$ cat src/rtl/fp_dot_accumulate.sv
// Streaming dot-product reduction: sums each group of VEC_LEN single-precision
// products with a single-cycle FP adder and emits one result pulse per group.
module fp_dot_accumulate #(
  parameter int VEC_LEN = 4,
  parameter int CNT_W   = 16
) (
  input  logic             clkIn,
  input  logic             rstIn,
  input  logic             validIn,
  input  logic [31:0]      dataIn,
  output logic [31:0]      dataOut,
  output logic             validOut,
  output logic [CNT_W-1:0] countOut,
  output logic             busyOut
);

  localparam logic [31:0] QNAN = 32'h7FC0_0000;

  // IEEE-754 single add, flush-to-zero in and out, RNE with guard/round/sticky.
  function automatic logic [31:0] fp_add(input logic [31:0] a, input logic [31:0] b);
    logic        sa, sb, s1, s2;
    logic [7:0]  ea, eb, e1, e2, d;
    logic [22:0] fa, fb, f1, f2;
    logic        za, zb, na, nb, ia, ib;
    logic [26:0] mx, my, mm;
    logic [53:0] ext;
    logic [27:0] sum;
    logic [4:0]  lz;
    logic        found, rup, zres;
    logic signed [9:0] e;
    logic [24:0] mr;
    logic [31:0] res;
    sa = a[31]; ea = a[30:23]; fa = a[22:0];
    sb = b[31]; eb = b[30:23]; fb = b[22:0];
    za = (ea == 8'h00); zb = (eb == 8'h00);
    na = (ea == 8'hFF) && (fa != 23'd0); nb = (eb == 8'hFF) && (fb != 23'd0);
    ia = (ea == 8'hFF) && (fa == 23'd0); ib = (eb == 8'hFF) && (fb == 23'd0);
    res = 32'h0; mm = 27'd0; sum = 28'd0; lz = 5'd0; found = 1'b0; zres = 1'b0;
    if ({ea, fa} >= {eb, fb}) begin
      s1 = sa; e1 = ea; f1 = fa; s2 = sb; e2 = eb; f2 = fb;
    end else begin
      s1 = sb; e1 = eb; f1 = fb; s2 = sa; e2 = ea; f2 = fa;
    end
    d = e1 - e2;
    if (d > 8'd31) d = 8'd31;
    mx = {1'b1, f1, 3'b000};
    ext = {1'b1, f2, 3'b000, 27'd0} >> d;
    my = {ext[53:28], ext[27] | (|ext[26:0])};
    e = $signed({2'b00, e1});
    if (s1 == s2) begin
      sum = {1'b0, mx} + {1'b0, my};
      if (sum[27]) begin
        mm = {sum[27:2], sum[1] | sum[0]};
        e  = e + 10'sd1;
      end else begin
        mm = sum[26:0];
      end
    end else begin
      sum = {1'b0, mx - my};
      zres = (sum[26:0] == 27'd0);
      for (int i = 26; i >= 0; i--) begin
        if (!found && sum[i]) begin
          lz = 5'(26 - i);
          found = 1'b1;
        end
      end
      mm = sum[26:0] << lz;
      e  = e - $signed({5'b00000, lz});
    end
    rup = mm[2] & (mm[1] | mm[0] | mm[3]);
    mr  = {1'b0, mm[26:3]} + {24'd0, rup};
    if (mr[24]) begin
      mr = mr >> 1;
      e  = e + 10'sd1;
    end
    if (na || nb || (ia && ib && (sa != sb))) res = QNAN;
    else if (ia)                              res = a;
    else if (ib)                              res = b;
    else if (za && zb)                        res = {sa & sb, 31'd0};
    else if (za)                              res = b;
    else if (zb)                              res = a;
    else if (zres)                            res = 32'h0;
    else if (e >= 10'sd255)                   res = {s1, 8'hFF, 23'd0};
    else if (e <= 10'sd0)                     res = 32'h0;
    else                                      res = {s1, e[7:0], mr[22:0]};
    return res;
  endfunction

  logic [31:0]      r_acc, r_dout;
  logic [CNT_W-1:0] r_cnt;
  logic             r_vld;
  logic [31:0]      w_sum;
  logic             w_last, w_first;

  assign w_sum   = fp_add(r_acc, dataIn);
  assign w_last  = (r_cnt == CNT_W'(VEC_LEN - 1));
  assign w_first = (r_cnt == '0);

  always_ff @(posedge clkIn or posedge rstIn) begin
    if (rstIn) begin
      r_acc  <= 32'h0;
      r_dout <= 32'h0;
      r_cnt  <= '0;
      r_vld  <= 1'b0;
    end else begin
      r_vld <= validIn && w_last;
      if (validIn) begin
        if (w_last) begin
          // With a one-element vector the product passes through untouched.
          r_dout <= w_first ? dataIn : w_sum;
          r_cnt  <= '0;
        end else if (w_first) begin
          r_acc <= dataIn;
          r_cnt <= CNT_W'(1);
        end else begin
          r_acc <= w_sum;
          r_cnt <= r_cnt + 1'b1;
        end
      end
    end
  end

  assign dataOut  = r_dout;
  assign validOut = r_vld;
  assign countOut = r_cnt;
  assign busyOut  = (r_cnt != '0);

endmodule

$ cat config.mk
export PLATFORM = sky130hd
export DESIGN_NAME = fp_dot_accumulate
export DESIGN_NICKNAME = d
export VERILOG_FILES = /design/src/rtl/fp_dot_accumulate.sv
export SDC_FILE = /design/constraint.sdc
export NUM_CORES = 1
export LEC_CHECK = 0
export ABC_AREA = 1
export CAP_MARGIN = 25
export CORE_ASPECT_RATIO = 0.5
export CORE_MARGIN = 2
export CORE_UTILIZATION = 45
export CTS_BUF_LIST = sky130_fd_sc_hd__clkbuf_16
export CTS_CLUSTER_SIZE = 12
export DETAILED_ROUTE_END_ITERATION = 7
export PLACE_DENSITY_LB_ADDON = 0.05
export REMOVE_ABC_BUFFERS = 1
export SYNTH_ARGS = -nofsm -noshare
export SYNTH_HDL_FRONTEND = slang
export SYNTH_SLANG_ARGS = --single-unit
$ cat constraint.sdc
create_clock -name clkIn -period 9.7 [get_ports clkIn]
set_input_delay 1.94 -clock clkIn [delete_from_list [all_inputs] [get_ports clkIn]]
set_output_delay 1.94 -clock clkIn [all_outputs]
set_load 0.005 [all_outputs]
==> impl_metrics.csv, run 1 <==
group,metric,value,unit
layout,area_growth_syn_to_layout,62.41,%
critical_path,required,9.98,ns
yosys,yosys_warnings,0,
placement,place_congestion,1.007,
layout,post_layout_nonfiller_instances,3936,
clock_network,cts_tree,"yes",
sta,maxSlewHeadroom,28.29,%
floorplan,die_w,266.6,um
detailed_routing,wirelength,73810,um
clock_network,cts_buffer_depth,2,
critical_path,cp_max_fo,8,
detailed_routing,route.antenna.remaining_nets,0,
critical_path,timing.rr.start,"r_acc[30]",
critical_path,crit_type,"in -> reg",
yosys,syn_avg_cell_area,5.680,um^2
sta,setup_viol_count_final,64,
critical_path,critPathArrivalTime,11.82,ns
clock_network,clkSlewWorstSetupHoldPaths,0.07,ns
sta,fmax,0.08663,GHz
placement,place_hpwl,54470,um
yosys,syn_inst,2732,
layout,postLayoutCoreUtil,73.62,%
critical_path,endpoint_kind,"flip-flop",
global_routing,grt_max_degree,95,
yosys,ys_seq_area_share,13.06,%
placement,portBuffers,84,
clock_network,cts_htree_levels,3,
clock_network,numCtsBuffers,9,
sta,slew_violations,0,
sta,layout_min_cycle_time,11.54,ns
sta,hold_violations,0,
global_routing,grt_overflow,0,
critical_path,rrSetupSlack,-0.58,ns
yosys,synth-async-reset-ratio,100.0,%
global_routing,antenna_found_initial,0,
yosys,synth.distinct_cells,71,
detailed_routing,drc,0,
layout,nNetsFinal,3610,
detailed_routing,vias_per_cell,5.579,
yosys,ys_ff_latch,81,
layout,final_common_cell,"nand2_1",
yosys,yosys-top-cells-area,"nand2_1 22%, dfrtp_1 13%, nand3_1 13%",
global_routing,grt_pass1_wl,107700,um
outcome,violations,"negative setup slack",
critical_path,cp_common_cell,"nand2_1",
sta,skew,0.008721,ns
detailed_routing,drt_pass1_iterations,6,
critical_path,crit_buf_inv,14,
yosys,syn-cell-area,15520,um^2
min_path,hp-start,"dataOut[28]",
run,drv_cap,0,
clock_network,cts_root_buf,"clkbuf_16",
layout,most-common-layout-cells,"771 x nand2_1, 697 x buf_4, 293 x nand3_1",
global_routing,grt_pass1_vias,19598,
detailed_routing,wire_per_inst,18.75,um
clock_network,clk_latency,0.34,ns
detailed_routing,dr_total_vias,21959,
sta,fin_crit_sh,119.0,%
sta,tightest_slew,1.074,ns
clock_network,cts.sinks,81,
yosys,synth_top_area_share,22.42,%
layout,antenna_cells,0,
yosys,synth_top_cell_by_area,"nand2_1",
floorplan,ios,85,
floorplan,die_area,36070,um^2
floorplan,core_area,34230,um^2
critical_path,critical-path-max-stage-delay,0.31,ns
clock_network,hold_buffers,0,
critical_path,worst_setup_path_start_kind,"input port",
yosys,synth_ff_type,"dfrtp_1",
layout,drive_gt1_share,40.48,%
floorplan,row_count,48,
global_routing,grt_usage,37.83,%
floorplan,dieHeight,135.3,um
outcome,status,"finished, violations left",
critical_path,startpoint,"dataIn[18]",
placement,dp.cells,3766,
critical_path,cp_slowest_cell,"xor2_1",
layout,num-fill-cells,2912,
placement,pre_cts_slack,-2.932,ns
sta,rsz0062_at_grt,"yes",
critical_path,cp_top_family,"simple AND/OR/NAND/NOR gates",
sta,layout_setup_ws,-1.843,ns
yosys,synth_edf_count,0,
floorplan,initial_core_util,45.33,%
detailed_routing,drt-initial-drc-count,2512,
min_path,hp-class,"reg -> reg",
[routing by layer]
layer / vias to the layer above / track usage [%] / part of all wire [%]
met3: 145 / 4.362 / 8.8
met1: 10294 / 56.30 / 45
met5: - / 0 / 0
met4: 0 / 7.397 / 2.2
met2: 1067 / 58.72 / 44
li1: 10453 / - / -
[tightest hold or removal path, cell delays in order (launching register included)]
cell     delay [ns]
dfrtp_1        0.34
nand2_1        0.05
nand2_1        0.06
[kinds of logic (layout without fill, tap and decap cells)]
group	count (synthesis)	after routing	share of synthesized area, %
and+or+nand+nor	1685	1688	48.52
xor gates and xnor gates	71	71	4.153
DFF	81	81	13.06
buffers and inverters	424	1175	12.84
AOI/OAI and AO/OA	377	377	13.76
adders and majority gates	94	94	7.676
[final timing paths]
kind / to / cells after the start
worst max-delay path: dataOut[2] / 80
worst min-delay path: dataOut[28] / 2
worst max register to register: dataOut[2] / 78
worst min register to register: dataOut[28] / 2
max in group asynchronous: dataOut[28] / 4
min in group asynchronous: dataOut[2] / 3
[synth_stat cells (27+ instances only)]
library cell and count:
a21oi_1 134, buf_4 32, dfrtp_1 81, ha_1 92
inv_1 302, nand2_1 927, nand2_2 34, nand3_1 404
nand4_1 45, nor2_1 160, nor3_1 27, o21ai_0 122
o21ai_1 37, xor2_1 56
[final cells by class]
class,instances,area [um^2],area share (%)
clock buffer,9,225.2,0.8937
clock inverter,7,92.59,0.3674
inverter,320,1271,5.044
multi-input combinational,2230,14210,56.38
sequential,81,2027,8.043
tap,450,563.0,2.234
timing repair buffer,835,6775,26.88
timing repair inverter,4,37.54,0.1489
[registers in the layout, indices dropped and copies added (netlist names)]
register	cells
validOut	1
dataOut	32
r_acc	32
countOut	16
[stage by stage]
stage / hold slack (ns) / area (um^2) / setup TNS [ns]
final: 0.4788 / 25200 / -111.68
after CTS: 0.4815 / 23600 / -88.11
after global routing: 0.5088 / 25200 / -144.54
after global placement: 0.4621 / 20780 / -173.44
after detailed placement: 0.4644 / 20810 / -180.61
after floorplan: 0.4724 / 14740 / -223.94
[what timing repair did]
action                                  4_1_cts  5_1_grt
hold endpoints to repair                      0        0
pin swaps                                   164      166
resized for setup                           481      321
setup buffers                                95       48
cloned                                        9        4
endpoints found under the setup margin       64       64
Power of run 1 is left out: the tool's default activity adds up to more than one toggle a clock period on the data nets, which glitch-free logic cannot reach.
==> run 2, diff against run 1 <==
--- a/config.mk
+++ b/config.mk
@@ -6,7 +6,7 @@
 export NUM_CORES = 1
 export LEC_CHECK = 0
 export ABC_AREA = 1
-export CAP_MARGIN = 25
+export CAP_MARGIN = 5
 export CORE_ASPECT_RATIO = 0.5
 export CORE_MARGIN = 2
 export CORE_UTILIZATION = 45
==> constraint.sdc (replaced) <==
create_clock -name clkIn -period 12.5 [get_ports clkIn]
set_input_delay 2.5 -clock clkIn [delete_from_list [all_inputs] [get_ports clkIn]]
set_output_delay 2.5 -clock clkIn [all_outputs]
set_load 0.005 [all_outputs]
==> impl_metrics.csv, run 2 (same netlist as run 1, synthesis figures left out) <==
group,metric,value,unit
sta,maxSlewHeadroom,21.90,%
detailed_routing,drt-met1-wl,31910,um
placement,portBuffers,84,
detailed_routing,wirelength,66960,um
layout,nNetsFinal,3382,
clock_network,cts_root_buf,"clkbuf_16",
global_routing,grt_usage,35.15,%
floorplan,dieHeight,135.3,um
placement,place_hpwl,53410,um
layout,drive_gt1_share,29.01,%
sta,hold_violations,0,
clock_network,cts.sinks,81,
global_routing,grt_overflow,0,
critical_path,required,12.71,ns
clock_network,cts_buffer_depth,2,
sta,setup_viol_count_final,0,
detailed_routing,dr_total_vias,20277,
critical_path,critical-path-max-stage-delay,0.32,ns
clock_network,cts_tree,"yes",
critical_path,cp_max_fo,7,
global_routing,grt_pass1_wl,98860,um
clock_network,clkSlewWorstSetupHoldPaths,0.06,ns
global_routing,antenna_found_initial,0,
sta,layout_min_cycle_time,12.08,ns
min_path,hp-class,"reg -> reg",
sta,slew_violations,0,
critical_path,crit_buf_inv,16,
layout,most-common-layout-cells,"868 x nand2_1, 503 x buf_4, 346 x nand3_1",
detailed_routing,wire_per_inst,18.06,um
global_routing,grt_pass1_vias,17806,
placement,placed_cell_area,19870,um^2
layout,stdcell_area,22120,um^2
detailed_routing,drt_pass1_iterations,6,
floorplan,row_count,48,
detailed_routing,drt-initial-drc-count,2258,
critical_path,cp_top_family,"simple AND/OR/NAND/NOR gates",
critical_path,timing.rr.start,"r_acc[26]",
detailed_routing,wl_met3,6026,um
sta,holdWs,0.4776,ns
critical_path,critPathArrivalTime,12.29,ns
outcome,status,"complete, no violations",
layout,area_growth_syn_to_layout,42.56,%
placement,place_congestion,0.9964,
clock_network,numCtsBuffers,9,
floorplan,initial_core_util,45.33,%
floorplan,ios,85,
critical_path,startpoint,"dataIn[30]",
sta,tightest_slew,1.159,ns
detailed_routing,wl_met2,27730,um
sta,fin_tns_setup,0,ns
detailed_routing,routed.top_layer,"met4",
sta,skew,0.006925,ns
layout,antenna_cells,0,
critical_path,cp_slowest_cell,"ha_4",
floorplan,die_w,266.6,um
detailed_routing,drc,0,
clock_network,cts_htree_levels,3,
floorplan,die_area,36070,um^2
layout,num-fill-cells,3405,
detailed_routing,vias_per_cell,5.468,
sta,fin_crit_sh,96.61,%
global_routing,grt_max_degree,93,
floorplan,core_area,34230,um^2
sta,fmax,0.08281,GHz
critical_path,worst_setup_path_start_kind,"input port",
critical_path,crit_type,"in -> reg",
clock_network,clk_latency,0.33,ns
critical_path,cp_common_cell,"nand2_1",
min_path,hp-start,"dataOut[19]",
run,drv_cap,0,
critical_path,endpoint_kind,"flip-flop",
detailed_routing,route.antenna.remaining_nets,0,
layout,final_common_cell,"nand2_1",
-- run 2: routing by layer --
layer,vias to the layer above,track usage (%)
met2,874,51.59
met1,9336,53.54
met4,0,7.459
met5,-,0
li1,9990,-
met3,77,5.453
-- run 2: worst paths after layout --
path	end	slack, ns	cells after the start
max	r_acc[4]	0.42	80
min	dataOut[19]	0.48	2
max reg2reg	r_acc[4]	2.27	78
min reg2reg	dataOut[19]	0.48	2
max in group asynchronous	dataOut[17]	9.04	3
min in group asynchronous	dataOut[2]	2.80	3
-- run 2: repair_timing --
item,CTS,global route
hold buffers,0,0
endpoints found under the setup margin,64,64
buffers inserted,12,31
resized for setup,60,330
pin swaps,23,96
gates cloned,3,4
-- run 2: area by class of cell --
cell class | instances | area, um^2 | area share, %
repair buffers | 612 | 5047 | 22.82
multi-input cells | 2228 | 12960 | 58.60
repair inverters | 1 | 8.758 | 0.03959
well taps | 450 | 563.0 | 2.545
clock buffers | 9 | 225.2 | 1.018
inverters | 320 | 1234 | 5.577
clock inverters | 7 | 53.80 | 0.2432
flip-flops and latches | 81 | 2027 | 9.163
-- run 2: through the flow --
stage,utilization (%),setup WS [ns],instances
2_1_floorplan,-,-1.346,2628
3_3_place_gp,58.04,-0.4643,3642
3_5_place_dp,58.04,-0.6453,3642
4_1_cts,60.15,0.01096,3673
5_1_grt,64.62,-0.1373,3708
6_report,64.62,0.4238,3708
-- run 2: worst reg2reg max path: cells and delay by family (launching register included) --
kind,cells,cell delay (ns)
simple gates,54,5.88
flops,1,0.49
fa+ha+maj,3,0.74
xor+xnor,1,0.27
compound gates,6,0.97
buf+inv,14,1.76
Power of run 2 is left out for the same reason.
==> run 3, diff against run 2 <==
--- a/config.mk
+++ b/config.mk
@@ -14,6 +14,7 @@
 export CTS_CLUSTER_SIZE = 12
 export DETAILED_ROUTE_END_ITERATION = 7
 export PLACE_DENSITY_LB_ADDON = 0.05
+export RECOVER_POWER = 100
 export REMOVE_ABC_BUFFERS = 1
 export SYNTH_ARGS = -nofsm -noshare
 export SYNTH_HDL_FRONTEND = slang
==> impl_metrics.csv, run 3 (same netlist as run 1, synthesis figures left out) <==
group,metric,value,unit
outcome,status,"finished, violations left",
outcome,violations,"max-capacitance violations, max-slew violations",
clock_network,cts_tree,"yes",
global_routing,grt_pass1_wl,98860,um
detailed_routing,drc,0,
critical_path,cp_max_fo,7,
run,drv_cap,1,
detailed_routing,drt-initial-drc-count,2218,
critical_path,cp_slowest_cell,"ha_4",
critical_path,worst_setup_path_start_kind,"input port",
floorplan,die_w,266.6,um
detailed_routing,vias_per_cell,5.449,
clock_network,cts_htree_levels,3,
critical_path,required,12.71,ns
global_routing,antenna_found_initial,0,
layout,num-fill-cells,3405,
critical_path,crit_type,"in -> reg",
global_routing,grt_use_met3,5.453,%
floorplan,core_area,34230,um^2
sta,slew_violations,82,
floorplan,dieHeight,135.3,um
critical_path,endpoint_kind,"flip-flop",
sta,layout_setup_ws,0.3897,ns
critical_path,critical-path-max-stage-delay,0.32,ns
placement,pre_cts_slack,-0.6453,ns
layout,drive_gt1_share,28.97,%
floorplan,row_count,48,
critical_path,startpoint,"dataIn[30]",
layout,area_growth_syn_to_layout,42.53,%
layout,seq_area,2027,um^2
sta,maxSlewHeadroom,-182.9,%
global_routing,use_met1,53.54,%
clock_network,clkSlewWorstSetupHoldPaths,0.06,ns
global_routing,grt_use_met2,51.59,%
detailed_routing,dr_total_vias,20204,
layout,final_common_cell,"nand2_1",
placement,place_congestion,0.9964,
detailed_routing,route.antenna.remaining_nets,0,
sta,fmax,0.08257,GHz
placement,place_hpwl,53410,um
clock_network,cts_buffer_depth,2,
critical_path,reg2reg_to,"r_acc[4]",
clock_network,cts_root_buf,"clkbuf_16",
critical_path,rrSetupSlack,2.22,ns
sta,setup_viol_count_final,0,
sta,tightest_slew,4.244,ns
layout,postLayoutCoreUtil,64.61,%
layout,most-common-layout-cells,"868 x nand2_1, 502 x buf_4, 346 x nand3_1",
placement,portBuffers,84,
layout,multi_input_area,12960,um^2
detailed_routing,drt_pass1_iterations,6,
layout,stdcell_area,22120,um^2
global_routing,top_usage_layer,"met1",
sta,skew,0.005292,ns
critical_path,cp_common_cell,"nand2_1",
floorplan,initial_core_util,45.33,%
critical_path,crit_path_end,"r_acc[4]",
sta,layout_min_cycle_time,12.11,ns
sta,hold_violations,0,
global_routing,grt_overflow,0,
critical_path,timing.rr.start,"r_acc[30]",
placement,placed_cell_area,19870,um^2
global_routing,grt_pass1_vias,17806,
layout,antenna_cells,0,
global_routing,grt_usage,35.15,%
clock_network,clk_latency,0.33,ns
floorplan,die_area,36070,um^2
critical_path,reg2regPathDepth,75,
floorplan,ios,85,
clock_network,cts.sinks,81,
clock_network,numCtsBuffers,9,
detailed_routing,wirelength,67050,um
critical_path,critPathArrivalTime,12.32,ns
min_path,hp-class,"reg -> reg",
sta,fin_crit_sh,96.88,%
detailed_routing,wire_per_inst,18.08,um
global_routing,grt_max_degree,93,
layout,nNetsFinal,3382,
sta,fin_tns_setup,0,ns
clock_network,hold_buffers,0,
## run 3: area by class of cell
cell class | count | area share (%)
multi-input cells | 2228 | 58.61
repair inverters | 1 | 0.03960
well taps | 450 | 2.546
clock inverters | 7 | 0.2433
flip-flops and latches | 81 | 9.164
clock buffers | 9 | 1.018
repair buffers | 612 | 22.80
inverters | 320 | 5.578
## run 3: routing by layer
metal | part of all wire (%) | vias to the layer above
li1 | - | 10002
met1 | 48 | 9269
met2 | 41 | 850
met3 | 9.0 | 83
met4 | 2.0 | 0
met5 | 0 | -
## run 3: metrics by stage
step	std cells	hold slack [ns]
detailed placement	3642	0.4650
CTS	3673	0.4808
floorplan	2628	0.4724
global placement	3642	0.4604
finish	3708	0.4702
global route	3708	0.4997
## run 3: critical path, delay by kind of cell
family	cells	cell delay, ns
simple gates	56	6.13
buf+inv	15	1.86
fa+ha+maj	3	0.67
xor+xnor	1	0.28
compound gates	5	0.83
## run 3: worst min-delay path by stage
stage,cells after the start,slack (ns),endpoint,start
2_1_floorplan,2,0.47,dataOut[0],dataOut[0]
3_3_place_gp,2,0.46,dataOut[2],dataOut[2]
3_5_place_dp,2,0.47,dataOut[21],dataOut[21]
4_1_cts,2,0.48,dataOut[19],dataOut[19]
5_1_grt,2,0.50,dataOut[4],dataOut[4]
6_report,2,0.47,dataOut[19],dataOut[19]
## run 3: timing repair
action	CTS	global route
gates resized for setup	60	330
pin swaps	23	96
setup endpoints to repair	64	64
buffers inserted	12	31
cloned	3	4
Power of run 3 is left out for the same reason.
